### src/rtl/dkongjr_snd_mix.sv
// Sound output mixer: offset-binary DAC sample -> signed, one-pole IIR low-pass,
// discrete-effects mix and 16-bit saturation, one output sample per sample period.
module dkongjr_snd_mix #(
    parameter int SAMPLE_CNT  = 1114,
    parameter int FILT_SHIFT  = 2,
    parameter int DAC_GAIN_SH = 6,
    parameter int SFX_GAIN_SH = 1
) (
    input  logic        I_CLK,
    input  logic        I_RESET_n,
    input  logic [7:0]  I_DAC_DAT,
    input  logic [15:0] I_SFX_DAT,
    input  logic        I_SFX_VLD,
    input  logic        I_MUTE,
    output logic [15:0] O_SND,
    output logic        O_SND_VLD
);

    localparam int CW = $clog2(SAMPLE_CNT);

    typedef enum logic [1:0] {IDLE, FILT, MIX, SAT} state_t;

    state_t             state;
    logic [CW-1:0]      cnt;
    logic               tick;
    logic signed [19:0] x;
    logic signed [19:0] acc;
    logic signed [19:0] sum;
    logic signed [15:0] s;
    logic signed [15:0] sfx_hold;

    logic signed [7:0]  dac_s;
    logic signed [19:0] dac_x;
    logic signed [15:0] sfx_sel;
    logic signed [19:0] diff;
    logic signed [19:0] filt_step;
    logic signed [19:0] s_ext;
    logic signed [19:0] s_scaled;

    // Offset binary to two's complement is just an MSB flip.
    assign dac_s     = {~I_DAC_DAT[7], I_DAC_DAT[6:0]};
    assign dac_x     = {{12{dac_s[7]}}, dac_s} <<< DAC_GAIN_SH;
    assign sfx_sel   = I_SFX_VLD ? I_SFX_DAT : sfx_hold;
    assign diff      = x - acc;
    assign filt_step = diff >>> FILT_SHIFT;
    assign s_ext     = {{4{s[15]}}, s};
    assign s_scaled  = s_ext >>> SFX_GAIN_SH;

    always_ff @(posedge I_CLK or negedge I_RESET_n) begin
        if (!I_RESET_n) begin
            cnt  <= '0;
            tick <= 1'b0;
        end else if (cnt == CW'(SAMPLE_CNT - 1)) begin
            cnt  <= '0;
            tick <= 1'b1;
        end else begin
            cnt  <= cnt + CW'(1);
            tick <= 1'b0;
        end
    end

    always_ff @(posedge I_CLK or negedge I_RESET_n) begin
        if (!I_RESET_n) begin
            state     <= IDLE;
            x         <= '0;
            s         <= '0;
            acc       <= '0;
            sum       <= '0;
            sfx_hold  <= '0;
            O_SND     <= '0;
            O_SND_VLD <= 1'b0;
        end else begin
            O_SND_VLD <= 1'b0;
            if (I_SFX_VLD)
                sfx_hold <= I_SFX_DAT;
            case (state)
                IDLE: begin
                    if (tick) begin
                        x     <= I_MUTE ? '0 : dac_x;
                        s     <= I_MUTE ? '0 : sfx_sel;
                        state <= FILT;
                    end
                end
                FILT: begin
                    acc   <= acc + filt_step;
                    state <= MIX;
                end
                MIX: begin
                    sum   <= acc + s_scaled;
                    state <= SAT;
                end
                SAT: begin
                    if (sum > 20'sd32767)
                        O_SND <= 16'h7FFF;
                    else if (sum < -20'sd32768)
                        O_SND <= 16'h8000;
                    else
                        O_SND <= sum[15:0];
                    O_SND_VLD <= 1'b1;
                    state     <= IDLE;
                end
                default: state <= IDLE;
            endcase
        end
    end

endmodule
### config.mk
export PLATFORM = sky130hd
export DESIGN_NAME = dkongjr_snd_mix
export DESIGN_NICKNAME = d
export VERILOG_FILES = /design/src/rtl/dkongjr_snd_mix.sv
export SDC_FILE = /design/constraint.sdc
export NUM_CORES = 1
export LEC_CHECK = 0
export BUFFER_PORTS_ARGS = -buffer_cell sky130_fd_sc_hd__buf_2
export CAP_MARGIN = 10
export CORE_MARGIN = 4
export CORE_UTILIZATION = 65
export CTS_CLUSTER_DIAMETER = 120
export CTS_CLUSTER_SIZE = 12
export DETAILED_ROUTE_END_ITERATION = 8
export PLACE_DENSITY = 0.85
export SLEW_MARGIN = 20
export SYNTH_ARGS = -nofsm -noshare
export SYNTH_HDL_FRONTEND = slang
export SYNTH_SLANG_ARGS = --single-unit
### constraint.sdc
create_clock -name I_CLK -period 7.95 [get_ports I_CLK]
set_input_delay 1.59 -clock I_CLK [delete_from_list [all_inputs] [get_ports I_CLK]]
set_output_delay 1.59 -clock I_CLK [all_outputs]
set_load 0.005 [all_outputs]
==> out/results.ini, run 1 <==
[run_status]
status=finished clean

[grt]
antenna_found_initial=0
grt_pass1_vias=5481
grt_overflow=0
grt_max_degree=77
grt_use_total_pct=25.3
grt_pass1_wl_mm=25.5

[synthesis]
syn_inst=708
syn-cell-area_sq_um=6840
async_reset_ff_share_pct=100
yosys_warnings=0
dominantRegCellSynth=dfrtp_1
ys_seq_elements=109
mappedNetlistNets=797
synth_seq_area_share_pct=39.9
syn_area_per_cell_sq_um=9.67
synth_edf_count=0
ys_types=64

[floorplanning]
num_io_pins=45
dieArea_sq_um=12200
std_cell_rows=37
core_area_sq_um=10300
die_h_um=111
start_util_pct=66.6
dieWidth_um=111

[place]
placed_area_sq_um=7190
io_buffers=43
dpl_worst_slack_ns=3.65
placedCellCount=872
place_congestion=0.939
hpwl_mm=10.9

[layout]
syn2layout_area_growth_pct=8.59
final_area_sq_um=7430
nets=836
most-common-layout-cells=dfrtp_1, ha_1, nor2_1
fillers=818
fin_util_pct=72.3
antennaDiodeCount=0
layout_commonest_cell=dfrtp_1
drive_gt1_share_pct=14.8
fin_cells=888

[routing]
drc_errors=0
wirelength_mm=14.7
ant_nets=0
drt-initial-drc-count=281
wire_per_inst_um=16.5
vias_per_cell=6.08
drtPass1Iterations=5
vias=5399

[min_path]
min-delay-start=sum[6]
min_path_type=flip-flop to flip-flop
whs_endpoint=sum[6]
holdPathStages=1

[job]
cap_violations=0

[timing]
relSlewSlack_pct=36.8
finalSetupTns_ns=0
finalHoldViolCount=0
fmax_ghz=0.228
setup_viol=0
slew_viol_final=0
fin_crit_sh_pct=55.1
final.min_clock_period_ns=4.38
hold_slack_ns=0.493
finalWorstSetupSlack_ns=3.57
rsz0062_at_grt=false
clock_skew_ns=0.0140
worstMarginPinSlew_ns=0.948

[worst_setup_path]
start_kind=flip-flop
crit_required_ns=8.28
crit_arrival_ns=4.72
reg2reg_depth=18
rr_startpoint=acc[10]
endpoint_kind=flip-flop
r2r_end=acc[19]
r2r_slack_ns=3.57
cp_max_fo=6
critPathKind=flip-flop to flip-flop

[clocking]
clockBufferDepth=2
cts.sinks=109
cts_resized=0
cts.htree.levels=3
cts_made_buffers=9
cts_tree=built
clk_pin_slew_ns=0.11
post_cts_buffers=0
hold_buffers=0
cts-root-buf=clkbuf_8
worstSkewPairLatency_ns=0.40

[power_and_ir_drop]
p_leak_nw=3.62
vdd_drop_max_mv=0.159
power_mw=1.01
power_density_nw_per_um2=137

## registers in the layout, summed over array words and instances (netlist names)
| name | flops |
|---|---|
| state | 2 |
| tick | 1 |
| O_SND_VLD | 1 |
| s | 15 |
| x | 8 |
| sum | 20 |
| sfx_hold | 15 |
| O_SND | 16 |
| acc | 20 |
| cnt | 11 |
## metal layers
layer  track usage (%)  up-vias  wire length (um)
met4              11.0        0               550
met2              43.4      125              7300
met1              30.8     2616              6250
met3              5.15       43               547
met5                 0        -                 0
li1                  -     2615                 -
## Yosys cell counts (2+ instances only)
master	count	area share, %
dfrtp_1	109	40
ha_1	59	11
nor2_1	58	3.2
inv_1	51	2.8
nand2_1	49	2.7
o21ai_0	41	3.0
a21oi_1	37	2.7
mux2_2	33	5.4
xnor2_1	28	3.6
xor2_1	21	2.7
o22ai_1	16	1.5
a22o_1	15	1.9
clkbuf_1	14	0.77
nand2b_1	14	1.3
a21o_1	13	1.4
nand3_1	13	0.95
nor2b_1	11	1.0
nor3_1	9	0.66
o21a_1	9	0.99
and3_1	8	0.73
mux2i_1	8	1.2
a211oi_1	7	0.77
nor4_1	6	0.55
nand4_1	5	0.46
o211ai_1	5	0.55
o21bai_1	5	0.55
o31ai_1	5	0.55
or2_2	4	0.37
a31oi_1	3	0.27
and2_1	3	0.27
buf_1	3	0.16
nand3b_1	3	0.33
or3_1	3	0.27
a211o_1	2	0.26
a311oi_1	2	0.26
a41oi_1	2	0.26
fa_1	2	0.59
nor3_2	2	0.29
nor3b_1	2	0.22
o211a_1	2	0.29
o211ai_2	2	0.37
o21ai_1	2	0.15
## logic make-up (layout without fill, tap and decap cells)
| kind of cell | after synthesis | in the layout | synth area share (%) |
|---|---|---|---|
| xor+xnor | 49 | 49 | 6.27 |
| compound gates | 181 | 181 | 17.6 |
| flops | 109 | 109 | 39.9 |
| buf+inv | 69 | 113 | 3.80 |
| simple gates | 197 | 197 | 14.2 |
| mux | 42 | 42 | 6.93 |
| fa+ha+maj | 61 | 61 | 11.4 |
## worst max-delay path by stage
| stage | from | endpoint | cells after the start |
|---|---|---|---|
| 2_1_floorplan | acc[10] | acc[19] | 18 |
| 3_3_place_gp | acc[10] | acc[19] | 18 |
| 3_5_place_dp | acc[10] | acc[19] | 18 |
| 4_1_cts | acc[10] | acc[19] | 18 |
| 5_1_grt | acc[10] | acc[19] | 18 |
| 6_report | acc[10] | acc[19] | 18 |
## critical path: stages, from the launching register on
cell and delay [ns]:
dfrtp_1 0.41, inv_1 0.07, ha_1 0.35, a21o_1 0.20
a211oi_1 0.24, o21ai_1 0.18, a41oi_1 0.33, nor2b_1 0.33
o21bai_1 0.14, xor2_1 0.17, ha_1 0.36, a21oi_1 0.23
nor2b_1 0.09, o21a_1 0.16, o21ai_0 0.15, o21ai_0 0.11
nor2_1 0.18, mux4_2 0.53, o211ai_2 0.08
## where the power goes
| part | leakage, nW | internal (mW) | switching [mW] |
|---|---|---|---|
| Clock | 0.121 | 0.193 | 0.207 |
| Combinational | 2.07 | 0.0197 | 0.0264 |
| Sequential | 1.43 | 0.564 | 0.00469 |
## layout make-up
type	count	area, sq um	area share, %
Tap cell	136	170	2.29
Timing Repair Buffer	46	240	3.23
Sequential cell	109	2730	36.7
Clock inverter	6	100	1.35
Multi-Input combinational cell	530	3860	52.0
Inverter	51	191	2.58
Clock buffer	10	138	1.85
Power figures use the tool's default switching activity.
==> inputs of run 2 (changes only) <==
CORE_UTILIZATION = 56   (was 65)
PLACE_DENSITY = 0.78   (was 0.85)
clock period = 4 ns   (was 7.95 ns; I/O delays follow)
==> run 2 against run 1 <==
- core utilization decreased by 7.7 points
- critical endpoint unchanged
- final cell count rose by 3.6%
- sequential power is 99% higher
- power is 110% higher
- critical path depth fell by 1
==> out/results.ini, run 2 (synthesis gave the netlist of run 1 again) <==
[routing]
vias=5454  ; was 5399
drc_errors=0  ; unchanged
ant_nets=0  ; unchanged
drtPass1Iterations=5  ; unchanged
vias_per_cell=5.93  ; was 6.08
wire_per_inst_um=16.6  ; was 16.5 um
wirelength_mm=15.3  ; was 14.7 mm
drt-initial-drc-count=295  ; was 281

[floorplanning]
start_util_pct=57.0  ; was 66.6%
dieArea_sq_um=14100  ; was 12200 sq um
std_cell_rows=40  ; was 37
num_io_pins=45  ; unchanged
dieWidth_um=119  ; was 111 um
die_h_um=119  ; was 111 um
core_area_sq_um=12000  ; was 10300 sq um

[grt]
grt_pass1_wl_mm=26.0  ; was 25.5 mm
antenna_found_initial=0  ; unchanged
grt_max_degree=61  ; was 77
grt_pass1_vias=5579  ; was 5481
grt_overflow=0  ; unchanged
grt_use_total_pct=22.5  ; was 25.3%

[min_path]
min-delay-start=cnt[0]  ; was sum[6]
holdPathStages=1  ; unchanged
min_path_type=flip-flop to flip-flop  ; unchanged

[worst_setup_path]
critical_path.max_stage_delay_ns=0.54  ; was 0.53 ns
rr_startpoint=acc[6]  ; was acc[10]
cp_max_fo=3  ; was 6
slowest_stage=mux4_2  ; unchanged
path_common_cell=ha_1
critPathKind=flip-flop to flip-flop  ; unchanged
start_kind=flip-flop  ; unchanged
endpoint_kind=flip-flop  ; unchanged
crit_required_ns=4.27  ; was 8.28 ns
critPathBufInv=1  ; unchanged
reg2reg_depth=17  ; was 18
cp_top_family=compound AO/OA/AOI/OAI gates  ; unchanged
path_depth=17  ; was 18
crit_start=acc[6]  ; was acc[10]
worstPathCellList=inv_1 -> ha_1 -> a311oi_2 -> o21ai_2 -> a41oi_2 -> nor2b_4 -> o21bai_2 -> a21oi_2 -> xnor2_2 -> ha_1 -> nor2b_1 -> o21a_1 -> o21ai_1 -> o21ai_0 -> nor2_1 -> mux4_2 -> o211ai_2  ; was inv_1 -> ha_1 -> a21o_1 -> a211oi_1 -> o21ai_1 -> a41oi_1 -> nor2b_1 -> o21bai_1 -> xor2_1 -> ha_1 -> a21oi_1 -> nor2b_1 -> o21a_1 -> o21ai_0 -> o21ai_0 -> nor2_1 -> mux4_2 -> o211ai_2
crit_arrival_ns=4.15  ; was 4.72 ns

[layout]
syn2layout_area_growth_pct=13.4  ; was 8.59%
fillers=980  ; was 818
nets=857  ; was 836
antennaDiodeCount=0  ; unchanged
most-common-layout-cells=dfrtp_1, nor2_1, ha_1  ; was dfrtp_1, ha_1, nor2_1
layout_commonest_cell=dfrtp_1  ; unchanged
multi_input_area_sq_um=3960  ; was 3860 sq um
reg_top3=acc (20), sum (20), O_SND (16)  ; unchanged
register_area_sq_um=2730  ; unchanged
drive_gt1_share_pct=18.9  ; was 14.8%

[timing]
setup_viol=0  ; unchanged
hold_slack_ns=0.496  ; was 0.493 ns
slew_viol_final=0  ; unchanged
clock_skew_ns=0.00853  ; was 0.0140 ns
fmax_ghz=0.258  ; was 0.228 GHz
worstMarginPinSlew_ns=1.02  ; was 0.948 ns
finalHoldViolCount=0  ; unchanged
relSlewSlack_pct=32.1  ; was 36.8%
rsz0062_at_grt=true  ; was false
final.min_clock_period_ns=3.88  ; was 4.38 ns
fin_crit_sh_pct=97.0  ; was 55.1%

[clocking]
cts_made_buffers=9  ; unchanged
worstSkewPairLatency_ns=0.36  ; was 0.40 ns
clockBufferDepth=2  ; unchanged
cts.sinks=109  ; unchanged
cts_tree=built  ; unchanged
clk_pin_slew_ns=0.08  ; was 0.11 ns
cts.htree.levels=3  ; unchanged
cts-root-buf=clkbuf_16  ; was clkbuf_8

[power_and_ir_drop]
p_leak_nw=3.78  ; was 3.62 nW
power_density_nw_per_um2=273  ; was 137 nW/um^2
vdd_drop_max_mv=0.293  ; was 0.159 mV
power_mw=2.12  ; was 1.01 mW

[job]
cap_violations=0  ; unchanged

[place]
place_congestion=0.908  ; was 0.939
hpwl_mm=11.5  ; was 10.9 mm
io_buffers=43  ; unchanged

[run_status]
status=finished clean  ; unchanged

run 2: what timing repair did:
item	CTS	global route
buffers inserted	1	3
pin swaps	4	5
setup endpoints to repair	2	4
resized for setup	7	13
hold endpoints to repair	0	0
hold buffers	0	0
run 2: metrics by stage:
stage | area (sq um) | instances | setup slack, ns | utilization (%) | setup TNS, ns
6_report | 7760 | 920 | 0.120 | 64.6 | 0
4_1_cts | 7670 | 917 | -0.00518 | 63.9 | -0.00518
3_5_place_dp | 7330 | 900 | -0.155 | 61.0 | -0.155
5_1_grt | 7760 | 920 | -0.0915 | 64.6 | -0.0916
2_1_floorplan | 6840 | 708 | 0.256 | - | 0
3_3_place_gp | 7330 | 900 | 0.0875 | 61.0 | 0
run 2: final timing paths:
kind                       slack (ns)         to
max in group asynchronous        2.62    sum[19]
setup / recovery                 0.12    acc[19]
setup reg to reg                 0.12    acc[19]
hold reg to reg                  0.50     cnt[0]
hold / removal                   0.50     cnt[0]
min in group asynchronous        0.51  O_SND[15]
run 2: area by class of cell:
class,count,area share [%]
Clock buffer,10,3.08
Clock inverter,6,0.822
Timing Repair Buffer,67,5.13
Tap cell,147,2.37
Sequential cell,109,35.1
Inverter,51,2.47
Multi-Input combinational cell,530,51.0
run 2: power by group:
| part | switching [mW] | internal [mW] |
|---|---|---|
| registers | 0.00844 | 1.12 |
| logic | 0.0542 | 0.0400 |
| clock network | 0.435 | 0.459 |
| total | 0.498 | 1.62 |
run 2: worst register-to-register path: stages, from the launching register on:
cell and delay, ns:
dfrtp_1 0.41, inv_1 0.09, ha_1 0.32, a311oi_2 0.32
o21ai_2 0.13, a41oi_2 0.24, nor2b_4 0.20, o21bai_2 0.09
a21oi_2 0.17, xnor2_2 0.15, ha_1 0.29, nor2b_1 0.15
o21a_1 0.17, o21ai_1 0.12, o21ai_0 0.11, nor2_1 0.20
mux4_2 0.54, o211ai_2 0.08
run 2: per-layer routing:
layer	vias to the layer above	wire length [um]	track usage [%]
li1	2643	-	-
met1	2670	6470	27.1
met2	104	7780	39.2
met3	37	640	5.69
met4	0	383	7.53
met5	-	0	0
==> inputs of run 3 (changes only) <==
CELL_PAD_IN_SITES_DETAIL_PLACEMENT = 1   (was default)
CELL_PAD_IN_SITES_GLOBAL_PLACEMENT = 1   (was default)
CORE_UTILIZATION = 43   (was 56)
PLACE_DENSITY = default   (was 0.78)
PLACE_DENSITY_LB_ADDON = 0.1   (was default)
==> run 3 against run 2 <==
- sequential power about the same
- clock skew up 0.0017 ns
- combinational power up 1%
- die area up 28%
- first-iteration DRC count down 36%
- clock power up 0.9%
- cell area up 1.9%
- core utilization down 13 points
- routed wire length up 15%
- critical path depth up 1
- hold slack about the same
- critical path type unchanged
==> out/results.ini, run 3 (synthesis gave the netlist of run 1 again) <==
[job]
cap_violations=0  ; unchanged

[layout]
syn2layout_area_growth_pct=15.6  ; was 13.4%
most-common-layout-cells=dfrtp_1, nor2_1, ha_1  ; unchanged
drive_gt1_share_pct=19.5  ; was 18.9%
final_area_sq_um=7910  ; was 7760 sq um
fin_cells=995  ; was 920
antennaDiodeCount=0  ; unchanged
fillers=1728  ; was 980
reg_top3=acc (20), sum (20), O_SND (16)  ; unchanged
nets=868  ; was 857
layout_commonest_cell=dfrtp_1  ; unchanged
fin_util_pct=51.5  ; was 64.6%

[worst_setup_path]
r2r_slack_ns=0.21  ; was 0.12 ns
crit_arrival_ns=4.08  ; was 4.15 ns
crit_start=acc[7]  ; was acc[6]
slowest_stage=mux4_2  ; unchanged
worstSetupEndpoint=acc[19]  ; unchanged
rr_startpoint=acc[7]  ; was acc[6]
start_kind=flip-flop  ; unchanged
crit_required_ns=4.28  ; was 4.27 ns
path_common_cell=o21a_1  ; was ha_1
critical_path.max_stage_delay_ns=0.53  ; was 0.54 ns
reg2reg_depth=18  ; was 17
worstPathCellList=inv_1 -> ha_4 -> o21a_1 -> nand4_1 -> o21ai_2 -> a41oi_2 -> nor2b_4 -> o21bai_4 -> xor2_1 -> ha_1 -> a21oi_2 -> nor2b_1 -> o21a_1 -> o21ai_1 -> o21ai_0 -> nor2_1 -> mux4_2 -> o211ai_2  ; was inv_1 -> ha_1 -> a311oi_2 -> o21ai_2 -> a41oi_2 -> nor2b_4 -> o21bai_2 -> a21oi_2 -> xnor2_2 -> ha_1 -> nor2b_1 -> o21a_1 -> o21ai_1 -> o21ai_0 -> nor2_1 -> mux4_2 -> o211ai_2
path_depth=18  ; was 17
endpoint_kind=flip-flop  ; unchanged
cp_top_family=compound AO/OA/AOI/OAI gates  ; unchanged
critPathKind=flip-flop to flip-flop  ; unchanged
critPathBufInv=1  ; unchanged
r2r_end=acc[19]  ; unchanged
cp_max_fo=3  ; unchanged

[routing]
drtPass1Iterations=4  ; was 5
ant_nets=0  ; unchanged
vias=5488  ; was 5454
vias_per_cell=5.52  ; was 5.93
drc_errors=0  ; unchanged
wire_per_inst_um=17.7  ; was 16.6 um
drt-initial-drc-count=189  ; was 295
wirelength_mm=17.6  ; was 15.3 mm

[floorplanning]
core_area_sq_um=15400  ; was 12000 sq um
die_h_um=134  ; was 119 um
dieArea_sq_um=18000  ; was 14100 sq um
std_cell_rows=45  ; was 40
num_io_pins=45  ; unchanged
start_util_pct=44.5  ; was 57.0%
dieWidth_um=134  ; was 119 um

[power_and_ir_drop]
power_mw=2.13  ; was 2.12 mW
p_leak_nw=3.82  ; was 3.78 nW
power_density_nw_per_um2=269  ; was 273 nW/um^2
vdd_drop_max_mv=0.290  ; was 0.293 mV

[place]
dpl_worst_slack_ns=-0.0221  ; was -0.155 ns
hpwl_mm=13.4  ; was 11.5 mm
placed_area_sq_um=7520  ; was 7330 sq um
io_buffers=43  ; unchanged
place_congestion=0.889  ; was 0.908
placedCellCount=976  ; was 900

[clocking]
cts.sinks=109  ; unchanged
cts_made_buffers=9  ; unchanged
clk_pin_slew_ns=0.08  ; about the same
cts-root-buf=clkbuf_16  ; unchanged
clockBufferDepth=2  ; unchanged
cts_tree=built  ; unchanged
worstSkewPairLatency_ns=0.36  ; about the same
cts.htree.levels=3  ; unchanged

[timing]
slew_viol_final=0  ; unchanged
clock_skew_ns=0.0103  ; was 0.00853 ns
fin_crit_sh_pct=94.9  ; was 97.0%
relSlewSlack_pct=37.3  ; was 32.1%
worstMarginPinSlew_ns=0.938  ; was 1.02 ns
fmax_ghz=0.264  ; was 0.258 GHz
finalWorstSetupSlack_ns=0.206  ; was 0.120 ns
final.min_clock_period_ns=3.79  ; was 3.88 ns
finalHoldViolCount=0  ; unchanged
setup_viol=0  ; unchanged

[grt]
grt_max_degree=66  ; was 61
grt_pass1_wl_mm=30.0  ; was 26.0 mm
grt_use_total_pct=20.7  ; was 22.5%
grt_pass1_vias=6049  ; was 5579
antenna_found_initial=0  ; unchanged
grt_overflow=0  ; unchanged

[min_path]
min_path_type=flip-flop to flip-flop  ; unchanged

[run_status]
status=finished clean  ; unchanged

## run 3: final cells by class
cell class | count | area, sq um | share of cell area [%]
multi-input cells | 530 | 3940 | 49.8
inverters | 51 | 191 | 2.42
flip-flops and latches | 109 | 2730 | 34.5
clock buffers | 9 | 225 | 2.85
clock inverters | 7 | 66.3 | 0.838
well taps | 211 | 264 | 3.34
repair buffers | 78 | 493 | 6.23
## run 3: layer usage
layer / vias up / part of all wire, % / track usage, % / routed length [um]
li1: 2662 / - / - / -
met1: 2769 / 45 / 26.3 / 7940
met2: 41 / 52 / 37.0 / 9050
met3: 16 / 1.8 / 3.11 / 310
met4: 0 / 1.5 / 5.54 / 258
met5: - / 0 / 0 / 0
## run 3: what timing repair did
action / CTS / global route
pin swaps: 0 / 8
setup buffers: 0 / 3
hold buffers: 0 / 0
gates resized for setup: 3 / 13
setup endpoints to repair: 1 / 4
## run 3: worst min-delay path by stage
stage	startpoint	end	slack, ns	cells past startpoint
after floorplan	sum[13]	sum[13]	0.45	2
after detailed placement	sum[13]	sum[13]	0.48	2
after global routing	x[12]	x[12]	0.52	2
final	sum[13]	sum[13]	0.50	2
after global placement	cnt[0]	cnt[0]	0.48	1
after CTS	sum[13]	sum[13]	0.50	2
## run 3: where the power goes
group	switching, mW	total (mW)	internal, mW
logic	0.0548	0.0954	0.0406
registers	0.00903	1.13	1.12
clock network	0.463	0.903	0.440
## run 3: worst reg2reg max path, cell delays in order (launching register included)
cell and delay (ns):
dfrtp_1 0.38, inv_1 0.11, ha_4 0.29, o21a_1 0.16, nand4_1 0.13, o21ai_2 0.23, a41oi_2 0.17, nor2b_4 0.18
o21bai_4 0.17, xor2_1 0.19, ha_1 0.29, a21oi_2 0.21, nor2b_1 0.08, o21a_1 0.17, o21ai_1 0.11, o21ai_0 0.09
nor2_1 0.17, mux4_2 0.53, o211ai_2 0.08
## run 3: metrics by stage
step	hold WS (ns)	setup TNS [ns]
3_3_place_gp	0.478	0
2_1_floorplan	0.452	0
3_5_place_dp	0.479	-0.0221
6_report	0.496	0
5_1_grt	0.523	-0.114
4_1_cts	0.497	0
